[config.mk]
export PLATFORM = sky130hd
export DESIGN_NAME = sad_accum_select
export DESIGN_NICKNAME = d
export VERILOG_FILES = /design/src/rtl/sad_accum_select.sv
export SDC_FILE = /design/constraint.sdc
export NUM_CORES = 1
export LEC_CHECK = 0
export BUFFER_PORTS_ARGS = -buffer_cell sky130_fd_sc_hd__buf_2
export CAP_MARGIN = 30
export CORE_MARGIN = 2
export CORE_UTILIZATION = 35
export CTS_BUF_LIST = sky130_fd_sc_hd__clkbuf_2
export DETAILED_ROUTE_END_ITERATION = 10
export SYNTH_ARGS = -nofsm -noshare
export SYNTH_HDL_FRONTEND = slang
export SYNTH_SLANG_ARGS = --single-unit
[constraint.sdc]
create_clock -name clk -period 28.2 [get_ports clk]
set_input_delay 0 -clock clk [delete_from_list [all_inputs] [get_ports clk]]
set_output_delay 0 -clock clk [all_outputs]
set_load 0.05 [all_outputs]
[src/rtl/sad_accum_select.sv]
// -----------------------------------------------------------------------------
// sad_accum_select
//
// Accumulates ROWS rows of 5x5 SAD values, one value per candidate
// (25 candidates). Each row arrives as five 60-bit words. After the last row
// the 25 sums are scanned in index order and the smallest is reported. On a
// tie the lowest index wins.
//
// Candidate numbering: idx = r*5 + c
//   r (row word)  : UH=0, UQ=1, M=2, LQ=3, LH=4
//   c (12b field) : h=0 [11:0], q=1 [23:12], f=2 [35:24], r=3 [47:36], i=4 [59:48]
//   mv_y = r-2, mv_x = c-2, so the centre candidate (M/f, idx 12) has mv (0,0).
//
// Parameters
//   ROWS   rows accumulated per block (1..8)
//   ACC_W  accumulator width
//
// Ports
//   clk        clock, rising edge
//   rst_n      synchronous active-low reset
//   clear      synchronous abort of the block in progress
//   in_valid   row handshake valid; in_ready is 1 in IDLE/ACCUM
//   in_ready   row handshake ready
//   sad_UH..LH row SAD words, 5 x 12-bit fields each
//   out_valid  result handshake valid; held until out_ready
//   out_ready  result handshake ready
//   best_sad   minimum accumulated SAD
//   best_idx   index of the winning candidate
//   mv_x/mv_y  signed quarter-pel offset of the winner (decoded from best_idx)
// -----------------------------------------------------------------------------
module sad_accum_select #(
   parameter int ROWS  = 6,
   parameter int ACC_W = 14
) (
   input  logic                    clk,
   input  logic                    rst_n,
   input  logic                    clear,
   input  logic                    in_valid,
   output logic                    in_ready,
   input  logic [59:0]             sad_UH,
   input  logic [59:0]             sad_UQ,
   input  logic [59:0]             sad_M,
   input  logic [59:0]             sad_LQ,
   input  logic [59:0]             sad_LH,
   output logic                    out_valid,
   input  logic                    out_ready,
   output logic [ACC_W-1:0]        best_sad,
   output logic [4:0]              best_idx,
   output logic signed [2:0]       mv_x,
   output logic signed [2:0]       mv_y
);

   localparam int NCAND = 25;

   typedef enum logic [1:0] {
      IDLE   = 2'd0,
      ACCUM  = 2'd1,
      SEARCH = 2'd2,
      DONE   = 2'd3
   } state_t;

   state_t             state_reg;
   logic [2:0]         row_cnt_reg;   // rows accepted so far in this block
   logic [4:0]         scan_reg;      // candidate examined this SEARCH cycle
   logic [ACC_W-1:0]   acc_reg [NCAND];
   logic [ACC_W-1:0]   best_sad_reg;
   logic [4:0]         best_idx_reg;
   logic               out_valid_reg;

   logic [59:0]        row_words [5];
   logic [ACC_W-1:0]   field_ext [NCAND];
   logic               row_accept;
   logic               first_row;
   logic [ACC_W-1:0]   cand_sad;

   assign row_words[0] = sad_UH;
   assign row_words[1] = sad_UQ;
   assign row_words[2] = sad_M;
   assign row_words[3] = sad_LQ;
   assign row_words[4] = sad_LH;

   // Zero-extended 12-bit field for each candidate.
   genvar gi;
   generate
      for (gi = 0; gi < NCAND; gi++) begin : g_field
         assign field_ext[gi] = ACC_W'(row_words[gi / 5][(gi % 5) * 12 +: 12]);
      end
   endgenerate

   assign in_ready   = (state_reg == IDLE) || (state_reg == ACCUM);
   // clear wins over a simultaneous row, so the row is never counted.
   assign row_accept = in_valid && in_ready && !clear;
   // Only IDLE can hold the first row of a block: every exit back to IDLE
   // (reset, clear, result taken) starts a fresh block.
   assign first_row  = (state_reg == IDLE);
   assign cand_sad   = acc_reg[scan_reg];

   // Accumulator bank: load on the first row, add on later rows.
   always_ff @(posedge clk) begin
      if (!rst_n) begin
         for (int i = 0; i < NCAND; i++) acc_reg[i] <= '0;
      end else if (row_accept) begin
         for (int i = 0; i < NCAND; i++) begin
            acc_reg[i] <= first_row ? field_ext[i] : acc_reg[i] + field_ext[i];
         end
      end
   end

   // Control FSM with registered result.
   always_ff @(posedge clk) begin
      if (!rst_n) begin
         state_reg     <= IDLE;
         row_cnt_reg   <= '0;
         scan_reg      <= '0;
         best_sad_reg  <= '0;
         best_idx_reg  <= '0;
         out_valid_reg <= 1'b0;
      end else if (clear) begin
         state_reg     <= IDLE;
         row_cnt_reg   <= '0;
         scan_reg      <= '0;
         out_valid_reg <= 1'b0;
      end else begin
         case (state_reg)
            IDLE, ACCUM: begin
               if (row_accept) begin
                  if (row_cnt_reg == 3'(ROWS - 1)) begin
                     state_reg   <= SEARCH;
                     row_cnt_reg <= '0;
                     scan_reg    <= '0;
                  end else begin
                     state_reg   <= ACCUM;
                     row_cnt_reg <= row_cnt_reg + 3'd1;
                  end
               end
            end
            SEARCH: begin
               // Strict less-than keeps the earliest index on ties.
               if (scan_reg == 5'd0 || cand_sad < best_sad_reg) begin
                  best_sad_reg <= cand_sad;
                  best_idx_reg <= scan_reg;
               end
               if (scan_reg == 5'(NCAND - 1)) begin
                  state_reg     <= DONE;
                  scan_reg      <= '0;
                  out_valid_reg <= 1'b1;
               end else begin
                  scan_reg <= scan_reg + 5'd1;
               end
            end
            DONE: begin
               if (out_ready) begin
                  state_reg     <= IDLE;
                  out_valid_reg <= 1'b0;
               end
            end
            default: state_reg <= IDLE;
         endcase
      end
   end

   assign out_valid = out_valid_reg;
   assign best_sad  = best_sad_reg;
   assign best_idx  = best_idx_reg;

   // Split best_idx into row/column without a divider (idx <= 24).
   logic [2:0] win_row;
   logic [4:0] win_col;

   always_comb begin
      win_row = 3'd0;
      if (best_idx_reg >= 5'd20)      win_row = 3'd4;
      else if (best_idx_reg >= 5'd15) win_row = 3'd3;
      else if (best_idx_reg >= 5'd10) win_row = 3'd2;
      else if (best_idx_reg >= 5'd5)  win_row = 3'd1;
      win_col = best_idx_reg - 5'(win_row) * 5'd5;
   end

   // Modulo-8 subtraction yields the two's-complement offset directly.
   assign mv_y = win_row - 3'd2;
   assign mv_x = win_col[2:0] - 3'd2;

endmodule

==> Word level (Yosys, flattened, before mapping) <==
Memories as Yosys holds them, arrays and structs flattened. A register that Yosys moved wholly into a read port is not among the register bits.
Cells that the tools add are included.
{ "totals": {"mem_bits_rw": 350, "word_cells": 168, "regBits": 30, "input_bits": 305, "output_inout_bits": 27, "n_memories": 1} }
{ "op_classes": {"reduce_logical": 16, "n_mux": 73, "add_sub_neg": 30, "eq_ne": 9, "magnitude_cmp": 5, "n_bitwise": 27, "multipliers": 1} }
{ "memory_table": {"columns": ["name", "depth", "width", "read_ports", "rd_clocked_by_memory_dff", "write_ports", "line", "source"], "rows": [
  ["acc_reg", 25, 14, 26, 1, 25, "65", "logic [ACC_W-1:0] acc_reg [NCAND];"]
]} }
{ "ops": {"columns": ["operator", "count"], "rows": [
  ["$mux W14", 50],
  ["$add A14 B12 Y14", 25],
  ["$mux W5", 5],
  ["$or A1 B1 Y1", 25],
  ["$lt A14 B14 Y1", 1],
  ["$mux W2", 6],
  ["$reduce_and A3 Y1", 4],
  ["$ge A5 B4 Y1 const B", 2],
  ["$pmux W5 S2", 1],
  ["$ne A2 B2 Y1 const B", 4],
  ["$mux W1", 7],
  ["$mux W3", 2],
  ["$pmux W2 S3", 1],
  ["$sub A3 B2 Y3 const B", 2],
  ["$add A5 B1 Y5 const B", 1],
  ["$eq A5 B5 Y1 const B", 1],
  ["$ge A5 B3 Y1 const B", 1],
  ["$ge A5 B5 Y1 const B", 1],
  ["$logic_not A5 Y1", 1],
  ["$eq A2 B2 Y1 const B", 2],
  ["$reduce_bool A2 Y1", 2],
  ["$reduce_or A2 Y1", 2],
  ["$add A3 B1 Y3 const B", 1],
  ["$eq A3 B3 Y1 const B", 1],
  ["10 further kinds", 13]
]} }

==> Logic depth before layout (Yosys ltp) <==
{ "logic_depth": {"depth_word": 8, "mapped_depth": 17} }

==> Worst setup path before layout <==
No wires, ideal clock.
{ "synth_path": {"path_kind": "register -> register", "from": "reg state_reg[1]", "to": "mem acc_reg[0][0], enable pin", "t_required_ns": 26.653, "stages_incl_launch_ff": 5, "synth_period_minus_slack_ns": 26.868, "setup_time_ns": 1.547, "arrival_ns": 25.321, "path_slack_ns": 1.332, "path_cell_list": "dfxtp_1 -> buf_2 -> inv_1 -> nand2_1 -> o21ai_0"} }
{ "synth_rtl": {"columns": ["element", "line", "source"], "rows": [
  ["start, declared", "62", "state_t state_reg;"],
  ["start signal, assigned", "112", "state_reg <= IDLE;"],
  ["start signal, assigned", "119", "state_reg <= IDLE;"],
  ["start signal, assigned", "128", "state_reg <= SEARCH;"],
  ["end, declared", "65", null]
]} }

==> impl_metrics.py <==
metrics = {
    "power_and_ir_drop": {
        "clock_power_share_pct": 27.3,
        "seq_power_share_pct": 41.3,
        "p_comb_share_pct": 31.4,
        "netSwitchingPower_uw": 602,
        "p_int_mw": 1.10,
        "peakVddDrop_v": 0.0000235,
        "p_sw_share_pct": 35.3,
        "cellLeakagePower_nw": 19.5,
        "power_density_nw_per_um2": 37.5,
    },
    "sta": {
        "fmax_ghz": 0.188,
        "maxSlewHeadroom_pct": 22.6,
        "tns_ns": 0,
        "rsz0062_at_grt": "false",
        "final-max-slew-violation-count": 0,
        "worst_slack_ns": 22.87,
        "fin_crit_ns": 5.33,
        "tightestPinTransition_ns": 1.13,
        "min_period_over_period_pct": 18.9,
        "setup_viol": 0,
        "hold_violations": 0,
        "holdWs_ns": 0.118,
        "finalClockSkew_ns": 0.205,
    },
    "floorplan": {
        "io_pins": 332,
        "fp.dieW_um": 308,
        "core_area_sq_um": 91500,
        "dieArea_sq_um": 94800,
        "die_h_um": 308,
        "std_cell_rows": 111,
        "initial_utilization_pct": 35.3,
    },
    "finish": {
        "largest_reg_flops": 350,
        "n_fill_cell": 8261,
        "final_nets": 5287,
        "ff_latch_area_sq_um": 11200,
        "multi_input_comb_area_sq_um": 20000,
        "drive_gt1_share_pct": 14.2,
        "syn_to_final_growth_pct": 40.8,
    },
    "worst_setup_path": {
        "arrival_ns": 6.48,
        "path_buf_inv": 2,
        "path_max_fanout": 43,
        "slowest_stage": "dfxtp_4",
        "start_kind": "register",
        "worstSetupPathType": "register to register",
        "path_cells": "buf_4 > mux4_2 > mux2i_1 > o22ai_1 > a21o_1 > ha_1 > a21o_1 > a21oi_1 > o221ai_1 > a211oi_2 > a31o_1 > buf_4 > nand3_1 > o31ai_1",
        "required_ns": 29.34,
        "r2r_cells": 14,
        "max_stage_delay_ns": 0.94,
        "end_kind": "register",
        "crit_family": "compound AO/OA/AOI/OAI gates",
        "r2r_end": "best_idx[1]",
        "reg2reg_slack_ns": 22.87,
    },
    "drt": {
        "drc_errors": 0,
        "drt_wl_total_um": 126000,
        "num_vias": 33000,
        "dr.pass1.iters": 8,
        "antenna_left": 0,
        "wire_per_inst_um": 21.2,
        "drt_iter0_markers": 3254,
        "viasPerCell": 5.56,
    },
    "logic_synthesis": {
        "synth_area_per_cell_sq_um": 9.54,
        "synth.area.top_cells": "edfxtp_1 (33%), ha_1 (12%), mux4_2 (5.8%), a21oi_1 (4.6%), xor2_1 (4.0%)",
        "synth_cell_type_count": 61,
        "yosysSeqAreaShare_pct": 34.7,
        "synth_edf_count": 350,
        "synthArstFlopShare_pct": 0,
        "yosys.area.top_type": "edfxtp_1",
        "synthTopCellsByCount": "edfxtp_1 (350), ha_1 (318), a21oi_1 (298), nand2_1 (272), o21ai_0 (244)",
        "synth_top_area_share_pct": 32.5,
        "syn_nets": 4034,
        "syn_inst": 3386,
        "yosysMostFrequentCell": "edfxtp_1",
        "ys_warn_count": 0,
        "syn_area_sq_um": 32300,
        "synthFlopType": "edfxtp_1",
        "yosys_register_bits": 385,
    },
    "placed_design": {
        "dp_hpwl_um": 86100,
        "gp_congestion": 0.927,
        "pre_cts_slack_ns": 22.86,
        "numPortBuffers": 331,
    },
    "global_route": {
        "grt_pass1_wl_um": 189000,
        "grt_pass1_vias": 32200,
        "grt_max_degree": 155,
        "antenna_found_initial": 14,
        "overflow": 0,
        "track_usage_pct": 26.0,
    },
    "min_path": {
        "min_path_type": "input pin to register",
        "hold_depth": 4,
        "hp-start": "rst_n",
        "whs_endpoint": "acc_reg[24][9]",
    },
    "clock_network": {
        "cts_tree": "done",
        "htree_levels": 3,
        "cts_root_buf": "clkbuf_2",
        "numCtsBuffers": 117,
        "cts_resized": 0,
        "cts.path.max_buffers": 3,
        "insertion_delay_ns": 1.34,
        "post_cts_buffers": 0,
        "clkSinkCount": 385,
        "cts.reportedPaths.clkPinSlew_ns": 0.12,
    },
    "flow_run": {
        "cap_violations": 0,
    },
    "status": {
        "status": "complete, no violations",
    },
}
[cell type report]
class / count / area share (%)
multi-input cells: 2703 / 43.9
flip-flops and latches: 385 / 24.7
repair buffers: 1281 / 24.5
well taps: 1186 / 3.26
clock buffers: 177 / 1.95
inverters: 151 / 1.25
clock inverters: 35 / 0.382
diodes: 10 / 0.0550
[placed cells by master, fill, tap and decap left out, types with 16 or more instances in the layout]
cell	instances
nor3_1	82
a211oi_1	62
xor2_1	149
o21ai_0	243
mux4_2	83
or3_1	45
a21oi_1	298
nor2b_1	78
dlygate4sd3_1	920
and3_1	21
nand2b_1	29
mux2i_1	61
edfxtp_1	350
o31ai_1	26
buf_2	331
a41oi_1	29
a2111oi_0	24
a31oi_1	36
nand3_1	168
buf_4	23
inv_1	150
xnor2_1	69
nor2_1	202
clkbuf_2	178
nand2_1	268
o21a_1	92
a21o_1	133
dfxtp_1	32
a31o_2	16
clkinv_1	28
fa_1	25
o211ai_1	23
ha_1	318
[power by group through the flow]
stage          Clock [mW]  Sequential, mW  Combinational, mW
2_1_floorplan           0           0.719              0.308
3_3_place_gp            0           0.717              0.416
3_5_place_dp            0           0.716              0.423
4_1_cts             0.475           0.703              0.519
5_1_grt             0.500           0.706              0.585
6_report            0.466           0.704              0.535
[per-stage QoR]
step	util (%)	cells	cell area (sq um)	power, mW
after floorplan	-	3386	32300	1.03
after global placement	38.4	4780	35100	1.13
after detailed placement	38.5	4784	35200	1.14
after CTS	49.7	5916	45500	1.70
after global routing	49.7	5924	45500	1.79
final	49.7	5928	45500	1.70
[layer usage]
layer	vias to the layer above	GRT usage (%)	share of wire [%]
met4	6	13.3	5.5
met3	349	4.04	7.1
li1	15400	-	-
met5	-	0	0.037
met1	15800	33.1	41
met2	1447	42.6	47
[worst max-delay path by stage]
stage,start,end,slack [ns],cells after the start
after global placement,register,best_sad[13],22.96,14
after detailed placement,register,best_idx[1],22.86,14
final,register,best_idx[1],22.87,14
after global routing,register,best_idx[1],22.43,14
after CTS,register,best_idx[1],22.84,14
after floorplan,state_reg[1],acc_reg[0][0],1.33,4
[repair_timing]
item / 4_1_cts / 5_1_grt
hold buffers: 920 / 0
setup endpoints to repair: 0 / 0
endpoints found under the hold margin: 529 / 0
[worst register-to-register path, cell delays in order (launching register included)]
cell and delay [ns]:
dfxtp_4 0.94, buf_4 0.78, mux4_2 0.63, mux2i_1 0.30, o22ai_1 0.14, a21o_1 0.19
ha_1 0.29, a21o_1 0.17, a21oi_1 0.18, o221ai_1 0.20, a211oi_2 0.33, a31o_1 0.53
buf_4 0.37, nand3_1 0.13, o31ai_1 0.08
[logic make-up (layout without fill, tap and decap cells)]
| logic type | after synthesis | in the layout | synth area share [%] |
|---|---|---|---|
| AOI/OAI and AO/OA | 1041 | 1041 | 20.3 |
| and+or+nand+nor | 955 | 955 | 13.9 |
| DFF | 385 | 385 | 34.7 |
| adders and majority gates | 343 | 343 | 13.9 |
| buffers and inverters | 298 | 1644 | 3.61 |
| xor gates and xnor gates | 218 | 218 | 5.91 |
| muxes | 146 | 146 | 7.74 |
| other | 0 | 10 | 0 |
Note: power is estimated with default switching activity, not from simulation.
